[src/rtl/bus_pkg.sv]
// +------------------------------------------------------------------+
// | bus_pkg: shared widths and destination codes for bus_dest_regs   |
// | Rev 1.0                                                          |
// +------------------------------------------------------------------+
`default_nettype none

package bus_pkg;

  localparam int DATA_W = 32;
  localparam int DEST_W = 5;
  localparam int NUM_R  = 16;

  typedef enum logic [DEST_W-1:0] {
    DEST_R0  = 5'd0,  DEST_R1  = 5'd1,  DEST_R2  = 5'd2,  DEST_R3  = 5'd3,
    DEST_R4  = 5'd4,  DEST_R5  = 5'd5,  DEST_R6  = 5'd6,  DEST_R7  = 5'd7,
    DEST_R8  = 5'd8,  DEST_R9  = 5'd9,  DEST_R10 = 5'd10, DEST_R11 = 5'd11,
    DEST_R12 = 5'd12, DEST_R13 = 5'd13, DEST_R14 = 5'd14, DEST_R15 = 5'd15,
    DEST_HI  = 5'd16, DEST_LO  = 5'd17, DEST_PC  = 5'd18, DEST_MAR = 5'd19
  } dest_e;

  localparam logic [DEST_W-1:0] DEST_LAST_VALID = 5'd19;

  function automatic logic dest_valid(input logic [DEST_W-1:0] dest);
    return dest <= DEST_LAST_VALID;
  endfunction

endpackage

`default_nettype wire

[src/rtl/bus_write_stage.sv]
// +------------------------------------------------------------------+
// | bus_write_stage: one-entry staging register with hold/ready      |
// | Rev 1.0                                                          |
// +------------------------------------------------------------------+
`default_nettype none

module bus_write_stage
  import bus_pkg::*;
(
  input  logic              clock,
  input  logic              clear_n,
  input  logic [DATA_W-1:0] bus_in,
  input  logic              wr_valid,
  input  logic [DEST_W-1:0] wr_dest,
  input  logic              hold,
  output logic              wr_ready,
  output logic              commit_valid,
  output logic [DATA_W-1:0] commit_data,
  output logic [DEST_W-1:0] commit_dest
);

  logic              full_q, full_d;
  logic [DATA_W-1:0] data_q, data_d;
  logic [DEST_W-1:0] dest_q, dest_d;
  logic              w_accept;

  // Ready never looks at wr_valid, so the producer can use it freely.
  assign wr_ready     = !full_q || !hold;
  assign w_accept     = wr_valid && wr_ready;
  assign commit_valid = full_q && !hold;
  assign commit_data  = data_q;
  assign commit_dest  = dest_q;

  always_comb begin
    full_d = full_q;
    data_d = data_q;
    dest_d = dest_q;
    if (commit_valid) begin
      full_d = 1'b0;
    end
    if (w_accept) begin
      full_d = 1'b1;
      data_d = bus_in;
      dest_d = wr_dest;
    end
  end

  always_ff @(posedge clock or negedge clear_n) begin
    if (!clear_n) begin
      full_q <= 1'b0;
      data_q <= '0;
      dest_q <= '0;
    end else begin
      full_q <= full_d;
      data_q <= data_d;
      dest_q <= dest_d;
    end
  end

endmodule

`default_nettype wire

[src/rtl/bus_dest_regs.sv]
// +------------------------------------------------------------------+
// | bus_dest_regs: bus-written register bank R0-R15, HI, LO, PC, MAR |
// | Option macro BUS_DEST_R0_ZERO_EN hardwires R0 to zero. Rev 1.0   |
// +------------------------------------------------------------------+
`default_nettype none

module bus_dest_regs
  import bus_pkg::*;
(
  input  logic                    clock,
  input  logic                    clear_n,
  input  logic [DATA_W-1:0]       bus_in,
  input  logic                    wr_valid,
  input  logic [DEST_W-1:0]       wr_dest,
  output logic                    wr_ready,
  input  logic                    hold,
  input  logic                    pc_inc,
  output logic                    wr_err,
  output logic [NUM_R*DATA_W-1:0] r_out,
  output logic [DATA_W-1:0]       hi_out,
  output logic [DATA_W-1:0]       lo_out,
  output logic [DATA_W-1:0]       pc_out,
  output logic [DATA_W-1:0]       mar_out
);

`ifdef BUS_DEST_R0_ZERO_EN
  localparam bit R0_WRITABLE = 1'b0;
`else
  localparam bit R0_WRITABLE = 1'b1;
`endif

  logic              commit_valid;
  logic [DATA_W-1:0] commit_data;
  logic [DEST_W-1:0] commit_dest;

  logic [DATA_W-1:0] r_q [NUM_R];
  logic [DATA_W-1:0] r_d [NUM_R];
  logic [DATA_W-1:0] hi_q, hi_d, lo_q, lo_d, pc_q, pc_d, mar_q, mar_d;
  logic              wr_err_q, wr_err_d;

  bus_write_stage u_stage (
    .clock        (clock),
    .clear_n      (clear_n),
    .bus_in       (bus_in),
    .wr_valid     (wr_valid),
    .wr_dest      (wr_dest),
    .hold         (hold),
    .wr_ready     (wr_ready),
    .commit_valid (commit_valid),
    .commit_data  (commit_data),
    .commit_dest  (commit_dest)
  );

  always_comb begin
    for (int i = 0; i < NUM_R; i++) r_d[i] = r_q[i];
    hi_d     = hi_q;
    lo_d     = lo_q;
    mar_d    = mar_q;
    wr_err_d = 1'b0;
    pc_d     = pc_inc ? pc_q + 32'd4 : pc_q;
    // A bus commit to PC overrides the increment on the same edge.
    if (commit_valid) begin
      if (!dest_valid(commit_dest)) begin
        wr_err_d = 1'b1;
      end else if (!commit_dest[4]) begin
        if (R0_WRITABLE || commit_dest[3:0] != 4'd0) begin
          r_d[commit_dest[3:0]] = commit_data;
        end
      end else begin
        case (commit_dest)
          DEST_HI:  hi_d  = commit_data;
          DEST_LO:  lo_d  = commit_data;
          DEST_PC:  pc_d  = commit_data;
          DEST_MAR: mar_d = commit_data;
          default:  ;
        endcase
      end
    end
  end

  always_ff @(posedge clock or negedge clear_n) begin
    if (!clear_n) begin
      for (int i = 0; i < NUM_R; i++) r_q[i] <= '0;
      hi_q     <= '0;
      lo_q     <= '0;
      pc_q     <= '0;
      mar_q    <= '0;
      wr_err_q <= 1'b0;
    end else begin
      for (int i = 0; i < NUM_R; i++) r_q[i] <= r_d[i];
      hi_q     <= hi_d;
      lo_q     <= lo_d;
      pc_q     <= pc_d;
      mar_q    <= mar_d;
      wr_err_q <= wr_err_d;
    end
  end

  generate
    for (genvar g = 0; g < NUM_R; g++) begin : g_r_out
      assign r_out[g*DATA_W +: DATA_W] = r_q[g];
    end
  endgenerate

  assign hi_out  = hi_q;
  assign lo_out  = lo_q;
  assign pc_out  = pc_q;
  assign mar_out = mar_q;
  assign wr_err  = wr_err_q;

endmodule

`default_nettype wire

[config.mk]
export PLATFORM = sky130hd
export DESIGN_NAME = bus_dest_regs
export DESIGN_NICKNAME = d
export VERILOG_FILES = /design/src/rtl/bus_pkg.sv /design/src/rtl/bus_write_stage.sv /design/src/rtl/bus_dest_regs.sv
export SDC_FILE = /design/constraint.sdc
export NUM_CORES = 1
export LEC_CHECK = 0
export ABC_AREA = 0
export BUFFER_PORTS_ARGS = -buffer_cell sky130_fd_sc_hd__buf_2
export CAP_MARGIN = 20
export CELL_PAD_IN_SITES_DETAIL_PLACEMENT = 0
export CELL_PAD_IN_SITES_GLOBAL_PLACEMENT = 1
export CORE_MARGIN = 10
export CORE_UTILIZATION = 43
export CTS_CLUSTER_DIAMETER = 30
export DETAILED_ROUTE_END_ITERATION = 12
export GPL_ROUTABILITY_DRIVEN = 0
export PLACE_DENSITY = 0.78
export SETUP_SLACK_MARGIN = 0.05
export SLEW_MARGIN = 30
export SYNTH_ARGS = -nofsm -noshare
export SYNTH_HDL_FRONTEND = slang
export SYNTH_SLANG_ARGS = --single-unit
[constraint.sdc]
create_clock -name clock -period 2.12 [get_ports clock]
set_input_delay 0.106 -clock clock [delete_from_list [all_inputs] [get_ports clock]]
set_output_delay 0.106 -clock clock [all_outputs]
set_load 0.02 [all_outputs]
; ---- After elaboration in Yosys (flattened, before gate mapping)
; Cells that the tools add are included.
[word_totals]
ff_bits = 679
input_bits = 42
output_inout_bits = 642
word_cells = 57
[classes]
addsub = 1
magnitude_cmp = 3
eq_ne = 4
mux = 12
n_bitwise = 2
reduce_logical = 11
[op_table]
columns = cell, count
row1 = 512-bit bitwise mux, 1
row2 = 32-bit 2-to-1 mux, 6
row3 = 32-bit demux with 4-bit select, 1
row4 = 32-bit by 3-bit adder with 32-bit output (second input constant), 1
row5 = 5-bit == test (second input constant), 4
row6 = 4-bit AND reduction, 3
row7 = 5-bit greater-or-equal comparator (second input constant), 1
row8 = 5-bit less-or-equal comparator (second input constant), 1
row9 = 5-bit by 1-bit < comparator with 1-bit output (second input constant), 1
row10 = 4-bit NOT with 5-bit output, 1
row11 = 1-bit 2-to-1 mux, 4
row12 = 1-bit logical AND, 3
row13 = 3-bit AND reduction, 1
row14 = 1-bit logical NOT, 2
row15 = 2-bit nonzero test, 1
row16 = 1-bit logical OR, 1
row17 = 1-bit NOT, 1

; ---- Logic depth before layout (Yosys ltp)
; Gate-level depths: netlist of the first run.
[logic_depth]
word_depth = 6
depth_mapped = 7
ltp_nobuf = 6

; ---- Modules after synthesis
; From an unflattened synthesis of the first run, not the netlist that was laid out.
[hier_totals]
hier_cells = 1672
hier_area_um2 = 26177.6
[by_module_without_submodules]
columns = module, instances, cells_each, area_per_inst_um2, seq_area_each_um2
row1 = bus_dest_regs, 1, 1589, 24598.6, 16040.4
row2 = bus_write_stage, 1, 83, 1579.0, 950.9

; ---- Least setup slack after synthesis of the first run
; OpenSTA, ideal clock, no wires.
[synth_path]
path_type = register to register
startpoint = reg u_stage.dest_q[2] (netlist: u_stage.commit_dest[2])
endpoint = reg r_q, in the netlist r_out[353]
setup_time_ns = 0.125
t_arrival_ns = 1.691
required_ns = 1.995
path_slack_ns = 0.304
stages_incl_launch_ff = 8
path_buffers = 3
synth_period_minus_slack_ns = 1.816
path_cell_list = dfrtp_1 -> nor3b_2 -> and3b_1 -> clkbuf_1 -> nor2b_1 -> buf_2 -> buf_4 -> mux2_2
[synth_via]
elab_chain_len = 6
elab_cells_between_ends = 9
cone_classes = order compare: 3 / mux: 3 / bitwise: 1 / reduce/logical: 2
[synth_lines]
columns = item, line_no
row1 = from (decl), bus_write_stage.sv:24  ; logic [DEST_W-1:0] dest_q, dest_d;
row2 = from (signal assigned), bus_write_stage.sv:56  ; dest_q <= dest_d;
row3 = 4-bit NOT with 5-bit output (implied by the code), bus_dest_regs.sv:67  ; r_d[commit_dest[3:0]] = commit_data;
row4 = 5-bit greater-or-equal comparator (implied by the code) or 5-bit by 1-bit < comparator with 1-bit output (tied branches), bus_dest_regs.sv:67
row5 = 1-bit logical AND (implied by the code), bus_dest_regs.sv:67
row6 = 32-bit 2-to-1 mux (implied by the code), bus_dest_regs.sv:67
row7 = 32-bit demux with 4-bit select, bus_dest_regs.sv:67
row8 = 512-bit bitwise mux, bus_dest_regs.sv:67
row9 = to (decl), bus_dest_regs.sv:36  ; logic [DATA_W-1:0] r_q [NUM_R];
; Several ways; a longest one is shown, not always the timed one.
; A chain may end at the register's enable or synchronous reset.

; ---- Final worst setup path of the first run
[layout_path]
startpoint = reg u_stage.dest_q[4] (netlist: u_stage.commit_dest[4])
endpoint = reg r_q, in the netlist r_out[443]
[layout_via]
elab_chain_len = 2
elab_cells_between_ends = 3
cone_classes = order compare: 1 / bitwise: 1 / reduce/logical: 1
[layout_lines]
columns = item
row1 = 5-bit less-or-equal comparator or 1-bit NOT (tied branches)
row2 = 3-bit AND reduction (no source line) *
; Mark *: on every way between the ends. The rest lies on a longest branch, timed or not.

==> results.cfg, run 1 <==
[timing]
tightest_slew_ns = 0.9835
finalSetupTns_ns = 0
finalSetupViolCount = 0
fin_crit_ns = 1.954
post-route-period-util = 0.9219
max_freq_mhz = 511.7
relSlewSlack = 0.3444
skew_ns = 0.03045
report.final.slew_viol_count = 0
hold_viol = 0
rsz0062_at_grt = false

[drt]
ant_nets = 0
num_vias = 17500
first_pass_iters = 5
post-route-drc-count = 0
vias_per_cell = 5.229
routedWlPerCell_um = 27.02
drt_iter0_drc = 929
drt-total-wl_mm = 90.45

[floorplan]
die_w_um = 265.6
start_util = 0.4371
ios = 684
rows = 89
die_h_um = 265.6
coreArea_um2 = 59350
dieArea_um2 = 70560

[yosys]
synth_area_um2 = 25940
synth_cells = 1657
synth_seq_cells = 679
synth-seq-area-share = 0.6549
synth_top_family_by_area = multiplexers
synth-compound-area-share = 0.008922
synth-simple-area-share = 0.02720
async_flop_share = 1.000
syn-num-nets = 1700
synth_edf_count = 0
synth-xor-area-share = 0.009453
syn_area_per_cell_um2 = 15.66
synth_cell_types = 37
yosys.area_share.adder = 0.0004823
synth_flop_cell = dfrtp_1
synthMuxAreaShare = 0.2751
synth_warnings = 0

[clock_tree]
clock_sinks = 679
cts_root_buffer = clkbuf_16
cts_inserted_buffers = 137
htree_num_levels = 4
clock_latency_ns = 0.70
max-clock-path-buffers = 3
cts_tree = built
path_clk_slew_ns = 0.05

[power_and_ir_drop]
p_total_mw = 61.82
vdd_drop_max_mv = 1.089
power_density_nw_per_um2 = 1719
leakage_nw = 18.79

[run]
maxCapViolCount = 0

[final_layout]
final_common_cell = buf_2
syn2layout_area_growth_pct = 38.61
final_cell_mix = buf_2, dfrtp_1, mux2_2, clkbuf_16, buf_4
post-route-util = 0.6059
nets = 2503
drive_gt1_frac = 0.6432

[worst_setup_path]
path_class = register to register
crit_path_max_incr_delay_ns = 0.47
crit_family = simple AND/OR/NAND/NOR gates
endpoint_kind = register
critPathMaxFanout = 32
cp_data_required_time_ns = 2.70
cp_slowest_cell = dfrtp_1
path_cells = nand4b_2 -> nor3b_4 -> buf_12 -> mux2_2
path_buf_inv = 1
critPathArrivalTime_ns = 2.53
critPathLaunchType = register

[worst_hold_path]
hold_path.class = primary input to register

[grt]
grtUsageTotal = 0.2529
grt_pass1_vias = 19530
overflow = 0
grt_pass1_wl_mm = 132.2
grt_start_max_net_pins = 96
antenna_found_initial = 4

[placement]
hpwl_mm = 61.99
portBuffers = 683

[status]
status = completed
## repair_timing
action | CTS | global route
endpoints found under the setup margin | 0 | 2
hold buffers | 44 | 0
resized for setup | 0 | 1
hold endpoints to repair | 634 | 0
buffers inserted | 0 | 0
## cells by family after synthesis
family,Yosys count
xor+xnor,28
mux,634
flops,679
fa+ha+maj,1
buf+inv,141
simple gates,129
compound gates,45
## cells in the mapped netlist (2+ instances only)
| cell type | instances | area [µm²] |
|---|---|---|
| nand3_1 | 11 | 55.05 |
| mux2_1 | 10 | 112.6 |
| mux2_2 | 623 | 7015 |
| buf_4 | 6 | 45.04 |
| inv_1 | 3 | 11.26 |
| nor2_1 | 37 | 138.9 |
| a21oi_1 | 29 | 145.1 |
| dfrtp_1 | 679 | 16990 |
| nand4_1 | 13 | 81.33 |
| nor3b_2 | 3 | 37.54 |
| nor4_1 | 3 | 18.77 |
| nand2_1 | 38 | 142.6 |
| xnor2_1 | 7 | 61.31 |
| buf_2 | 53 | 265.3 |
| and3_1 | 6 | 37.54 |
| nor3_1 | 2 | 10.01 |
| xor2_1 | 21 | 183.9 |
| clkbuf_1 | 78 | 292.8 |
| nor2b_1 | 3 | 18.77 |
| and3b_1 | 2 | 17.52 |
| o21ai_0 | 14 | 70.07 |
## stage by stage
step / setup WS [ns] / cells / instance area (µm²) / hold slack (ns)
floorplan: 0.3039 / 1657 / 25940 / -0.1896
global placement: 0.2310 / 3050 / 30730 / 0.09991
global route: 0.07706 / 3346 / 35960 / 0.1636
finish: 0.1656 / 3347 / 35960 / 0.1780
detailed placement: 0.1308 / 3050 / 30740 / 0.1004
CTS: 0.1435 / 3346 / 35950 / 0.1294
## report_power, final
group / leakage, nW / internal (mW) / switching [mW]
Combinational: 7.69 / 6.99 / 11.8
Sequential: 8.82 / 17.8 / 3.35
Clock: 2.28 / 14.5 / 7.43
## flip-flops by register name (all words and copies together) (netlist names)
register / cells
hi_out: 32
lo_out: 32
mar_out: 32
pc_out: 32
r_out: 512
u_stage.commit_data: 32
u_stage.commit_dest: 5
u_stage.full_q: 1
wr_err: 1
## per-layer routing
layer,track usage,vias up,wire length [µm]
met3,0.08599,194,7133
li1,-,7477,-
met2,0.4251,665,45200
met5,0,-,13
met4,0.1204,2,3830
met1,0.2866,9163,34270
## path summary, 6_finish.rpt
check,slack [ns],startpoint,to,depth (start not counted)
worst min register to register,0.48,r_out[317],r_out[317],2
worst max-delay path,0.17,u_stage.commit_dest[4],r_out[443],4
min in group asynchronous,0.48,clear_n,mar_out[13],3
worst min-delay path,0.18,bus_in[16],u_stage.commit_data[16],3
max in group asynchronous,0.79,clear_n,r_out[261],4
worst max register to register,0.17,u_stage.commit_dest[4],r_out[443],4
## worst min-delay path: stages
cell	delay [ns]
dlygate4sd3_1	0.51
buf_2	0.09
mux2_2	0.12
## cell type report
type / count / area, µm²
clock buffers: 166 / 3710
diodes: 1 / 2.502
multi-input cells: 837 / 8408
repair buffers: 802 / 4805
inverters: 3 / 11.26
flip-flops and latches: 679 / 17000
clock inverters: 86 / 1057
well taps: 773 / 967.2
fillers: 4537 / 23390
Power figures use the tool's default switching activity.
==> run 2, diff against run 1 <==
- CORE_UTILIZATION: 43 -> 44
- CTS_BUF_LIST: unset -> sky130_fd_sc_hd__clkbuf_2
- GPL_ROUTABILITY_DRIVEN: 0 -> unset
- PLACE_DENSITY: 0.78 -> 0.79
- clock period: 2.12 -> 1.8 ns (I/O delays scaled with it)
==> run 2 against run 1 <==
Against the previous run:
- the flow now finishes with violations (setup timing)
- core utilization is 11 points higher
- sequential power is 22% higher
- worst hold slack better by 0.041 ns
- count of clock-buffer cells in the layout is 97 higher
- wire length is 16% higher
- global-route usage is 2.9 points higher
- sequential cell count stayed put
- final area is 15% higher
- non-clock buffer count is 397 higher
- critical path type is now register to primary output
- largest cell class unchanged
==> results.cfg, run 2 (synthesis results as in run 1) <==
[status]
status = finished, violations left
violations = setup timing

[worst_setup_path]
cp_data_required_time_ns = 1.71
path_common_cell = buf_6
cp_slowest_cell = dfrtp_1
crit_family = flip-flops
crit_path_max_incr_delay_ns = 0.42
r2r-end = r_out[472]
path_cells = buf_6 -> buf_6
cp.depth = 2
path_class = register to primary output
reg2reg_from = u_stage.full_q
path_buf_inv = 2
critPathLaunchType = register
critPathMaxFanout = 2
critPathArrivalTime_ns = 2.00
r2r_setup_slack_ns = -0.28
endpoint_kind = primary output
ff2ff_path_depth = 10

[worst_hold_path]
hold_depth = 4
min_to = u_stage.commit_data[8]
hold_path.class = primary input to register
hp-start = bus_in[8]

[placement]
placed_cells = 3083
hpwl_mm = 62.26
gp_congestion = 0.8223
portBuffers = 683

[timing]
hold_viol = 0
worst_slack_ns = -0.2879
finalSetupTns_ns = -189.14
fin_crit_ns = 2.088
skew_ns = 0.1004
report.final.slew_viol_count = 0
post-route-period-util = 1.160
tightest_slew_ns = 1.029
relSlewSlack = 0.3143
max_freq_mhz = 478.9
finalSetupViolCount = 1272
rsz0062_at_grt = true

[grt]
grt_util_met2 = 0.4788
met1_usage = 0.3026
grt.busiest_layer = met2
grt_start_max_net_pins = 89
antenna_found_initial = 4
overflow = 0
grt_use_met3 = 0.1053
grt_pass1_vias = 21500
grtUsageTotal = 0.2814
grt_pass1_wl_mm = 145.3

[run]
maxCapViolCount = 0

[clock_tree]
clock_sinks = 679
path_clk_slew_ns = 0.11
cts_inserted_buffers = 175
cts_tree = built
htree_num_levels = 4
max-clock-path-buffers = 3
clock_latency_ns = 1.37
cts_root_buffer = clkbuf_2

[drt]
first_pass_iters = 7
num_vias = 19880
ant_nets = 0
routedWlPerCell_um = 27.65
vias_per_cell = 5.247
post-route-drc-count = 0
drt_iter0_drc = 1136
drt-total-wl_mm = 104.7

[floorplan]
ios = 684
rows = 88
die_w_um = 262.8
die_h_um = 262.8
start_util = 0.4471
coreArea_um2 = 58030
dieArea_um2 = 69070

[power_and_ir_drop]
vdd_drop_max_mv = 1.250
leakage_nw = 20.97
power_density_nw_per_um2 = 1695
p_total_mw = 69.98

[final_layout]
post-route-util = 0.7116
nets = 2938
final_cell_mix = dfrtp_1, buf_6, mux2_2, buf_4, clkbuf_2
final_common_cell = dfrtp_1
syn2layout_area_growth_pct = 59.15
fin_cells = 3788
drive_gt1_frac = 0.6709
largest_register_ffs = 512
==> run 2: cell count changes in the layout (fill, tap and decap cells not counted), sizes merged, moves of 13 or more <==
cell	change
inv	-21
clkinvlp	-21
bufinv	-13
clkbuf	+109
buf	+309
dlygate4sd3	+76
==> run 2: area by class of cell <==
| cell class | instances | area (µm²) |
|---|---|---|
| diodes | 6 | 15.01 |
| clock buffers | 263 | 1316 |
| clock inverters | 36 | 214.0 |
| fillers | 3624 | 16740 |
| inverters | 3 | 13.76 |
| multi-input cells | 837 | 8921 |
| flip-flops and latches | 679 | 17000 |
| well taps | 765 | 957.2 |
| repair buffers | 1199 | 12850 |
==> run 2: per-layer routing <==
layer	share of wire	routed length (µm)
met1	0.35	37150
met4	0.054	5610
met3	0.078	8190
met5	0	0
met2	0.51	53790
==> run 2: per-stage QoR <==
stage	hold slack, ns	setup slack, ns	area (µm²)
finish	0.2185	-0.2879	41290
global route	0.03655	-0.4873	41290
CTS	0.001011	-0.4529	39640
detailed placement	0.04244	-0.09121	31170
global placement	0.03215	-0.05112	31170
floorplan	-0.2056	0.006514	25970
==> run 2: repair_timing <==
item	in CTS	in global routing
buffers inserted	128	131
endpoints found under the hold margin	1358	0
hold buffers	120	0
resized for setup	1348	134
pin swaps	5	5
gates cloned	18	13
endpoints found under the setup margin	1092	1282
==> run 2: how the worst max path moves through the flow <==
| stage | startpoint | to | slack, ns |
|---|---|---|---|
| final | pc_out[5] | pc_out[5] | -0.29 |
| after global routing | u_stage.full_q | wr_ready | -0.49 |
| after CTS | pc_out[5] | pc_out[5] | -0.45 |
| after detailed placement | u_stage.full_q | r_out[474] | -0.09 |
| after global placement | u_stage.full_q | r_out[506] | -0.05 |
| after floorplan | pc_out[2] | pc_out[28] | 0.007 |
==> run 2: where the power goes <==
| part | internal [mW] | switching [mW] |
|---|---|---|
| Combinational | 17.9 | 15.6 |
| Clock | 4.14 | 6.41 |
| Sequential | 20.9 | 4.97 |
| Total | 43.0 | 27.0 |
==> run 2: tightest hold or removal path: cells and delay by family <==
family	cells	cell delay, ns
buf+inv	3	1.21
mux	1	0.15
==> run 3, diff against run 2 <==
- clock period: 1.8 -> 2.26 ns (I/O delays scaled with it)
==> run 3 against run 2 <==
Against the previous run:
- the flow now finishes without violations
- clock skew rose by 0.0064 ns
- sequential power down 24%
- die area unchanged
- non-clock buffer count decreased by 289
- via count decreased by 9.1%
- worst hold slack got worse by 0.0037 ns
- combinational power shrank 42%
- first-iteration DRC count fell by 19%
- register-to-register slack improved by 0.45 ns
- final area decreased by 17%
- setup slack better by 0.46 ns
- wire length decreased by 14%
- largest power group is now registers
==> results.cfg, run 3 (synthesis results as in run 1) <==
[power_and_ir_drop]
p_total_mw = 47.19
combPwrFrac = 0.412
leakage_nw = 18.21
p_seq_frac = 0.420
p_sw_mw = 19.37
p_int_mw = 27.82
power_density_nw_per_um2 = 1375
switching_share = 0.4104
vdd_drop_max_mv = 0.8284
clockPowerShare = 0.168

[run]
maxCapViolCount = 0

[timing]
whs_ns = 0.2148
fin_crit_ns = 2.093
hold_viol = 0
max_freq_mhz = 477.9
tightest_slew_ns = 0.9946
finalSetupViolCount = 0
report.final.slew_viol_count = 0
relSlewSlack = 0.3370
post-route-period-util = 0.9260
rsz0062_at_grt = false
skew_ns = 0.1068
finalSetupTns_ns = 0

[floorplan]
start_util = 0.4471
coreArea_um2 = 58030
dieArea_um2 = 69070
rows = 88
die_w_um = 262.8
ios = 684
die_h_um = 262.8

[worst_setup_path]
critPathMaxFanout = 26
cp_slowest_cell = dlygate4sd3_1
critPathArrivalTime_ns = 3.25
path_cells = nand2_2 -> and2_4 -> buf_12 -> mux2_2 -> dlygate4sd3_1
critPathLaunchType = register
crit_path_max_incr_delay_ns = 0.56
path_class = register to register
cp_data_required_time_ns = 3.42
endpoint_kind = register

[drt]
wl_met2_mm = 45.05
vias_per_cell = 5.182
routedWlPerCell_um = 25.75
top_layer_used = met4
post-route-drc-count = 0
ant_nets = 0
wl_met1_mm = 33.92
wl_met3_mm = 6.916
drt-total-wl_mm = 89.78
first_pass_iters = 5
drt_iter0_drc = 922
num_vias = 18070

[placement]
place_area_um2 = 30540
hpwl_mm = 61.14
gp_congestion = 0.8096
portBuffers = 683
placed_cells = 3037

[clock_tree]
clock_latency_ns = 1.36
path_clk_slew_ns = 0.09
max-clock-path-buffers = 3
clock_sinks = 679
htree_num_levels = 4
cts_tree = built
cts_root_buffer = clkbuf_2
cts_inserted_buffers = 174

[grt]
grt_pass1_wl_mm = 132.9
grt_start_max_net_pins = 102
grt_pass1_vias = 19960
overflow = 0
antenna_found_initial = 6
grtUsageTotal = 0.2571

[final_layout]
syn2layout_area_growth_pct = 32.30
finalInstanceArea_um2 = 34320
nets = 2648
final_cell_mix = dfrtp_1, mux2_2, buf_2, clkbuf_2, buf_6
drive_gt1_frac = 0.6330
fin_cells = 3487
largest_register_ffs = 512
final_common_cell = dfrtp_1

[worst_hold_path]
hold_path.class = primary input to register

[status]
status = completed
[run 3: worst max-delay path: cells and delay by family (launching register included)]
family / cells / cell delay (ns)
DFF: 1 / 0.39
and+or+nand+nor: 2 / 0.38
muxes: 1 / 0.36
buffers and inverters: 2 / 0.82
[run 3: what timing repair did]
action,in CTS,in global routing
pin swaps,0,0
endpoints found under the hold margin,1358,0
setup endpoints to repair,155,14
buffers inserted,38,0
gates resized for setup,276,1
hold buffers,118,0
[run 3: final timing paths]
kind | from | to | slack, ns | cells past startpoint
min reg2reg | r_out[349] | r_out[349] | 0.49 | 2
max reg2reg | u_stage.full_q | u_stage.commit_dest[0] | 0.17 | 5
min in group asynchronous | clear_n | r_out[448] | 0.44 | 5
min | wr_dest[1] | u_stage.commit_dest[1] | 0.21 | 4
max | u_stage.full_q | u_stage.commit_dest[0] | 0.17 | 5
max in group asynchronous | clear_n | r_out[380] | 0.84 | 7
[run 3: layout make-up]
type                       instances  area [µm²]
antenna                            8       20.02
clock buffer                     248        1241
clock inverter                    37       186.4
fill                            4657       23700
inverter                           3       11.26
multi-input combinational        837        8411
sequential                       679       17010
tap                              765       957.2
timing repair buffer             910        6489
[run 3: metal layers]
metal	GRT usage	vias to the layer above
met4	0.1255	0
met5	0	-
met1	0.2884	9396
met3	0.08519	199
li1	-	7772
met2	0.4345	701
[run 3: metrics by stage]
step	setup WS [ns]	util
after CTS	0.002029	0.5908
after floorplan	0.4439	-
after detailed placement	0.2016	0.5263
after global routing	0.03545	0.5913
after global placement	0.3115	0.5262
final	0.1673	0.5915
[run 3: power groups by stage]
stage / clock network (mW) / registers (mW) / logic, mW
2_1_floorplan: 0 / 24.7 / 4.55
3_3_place_gp: 0 / 19.7 / 17.3
3_5_place_dp: 0 / 20.0 / 17.6
4_1_cts: 8.18 / 19.8 / 19.6
5_1_grt: 8.83 / 20.4 / 20.4
6_report: 7.91 / 19.8 / 19.4
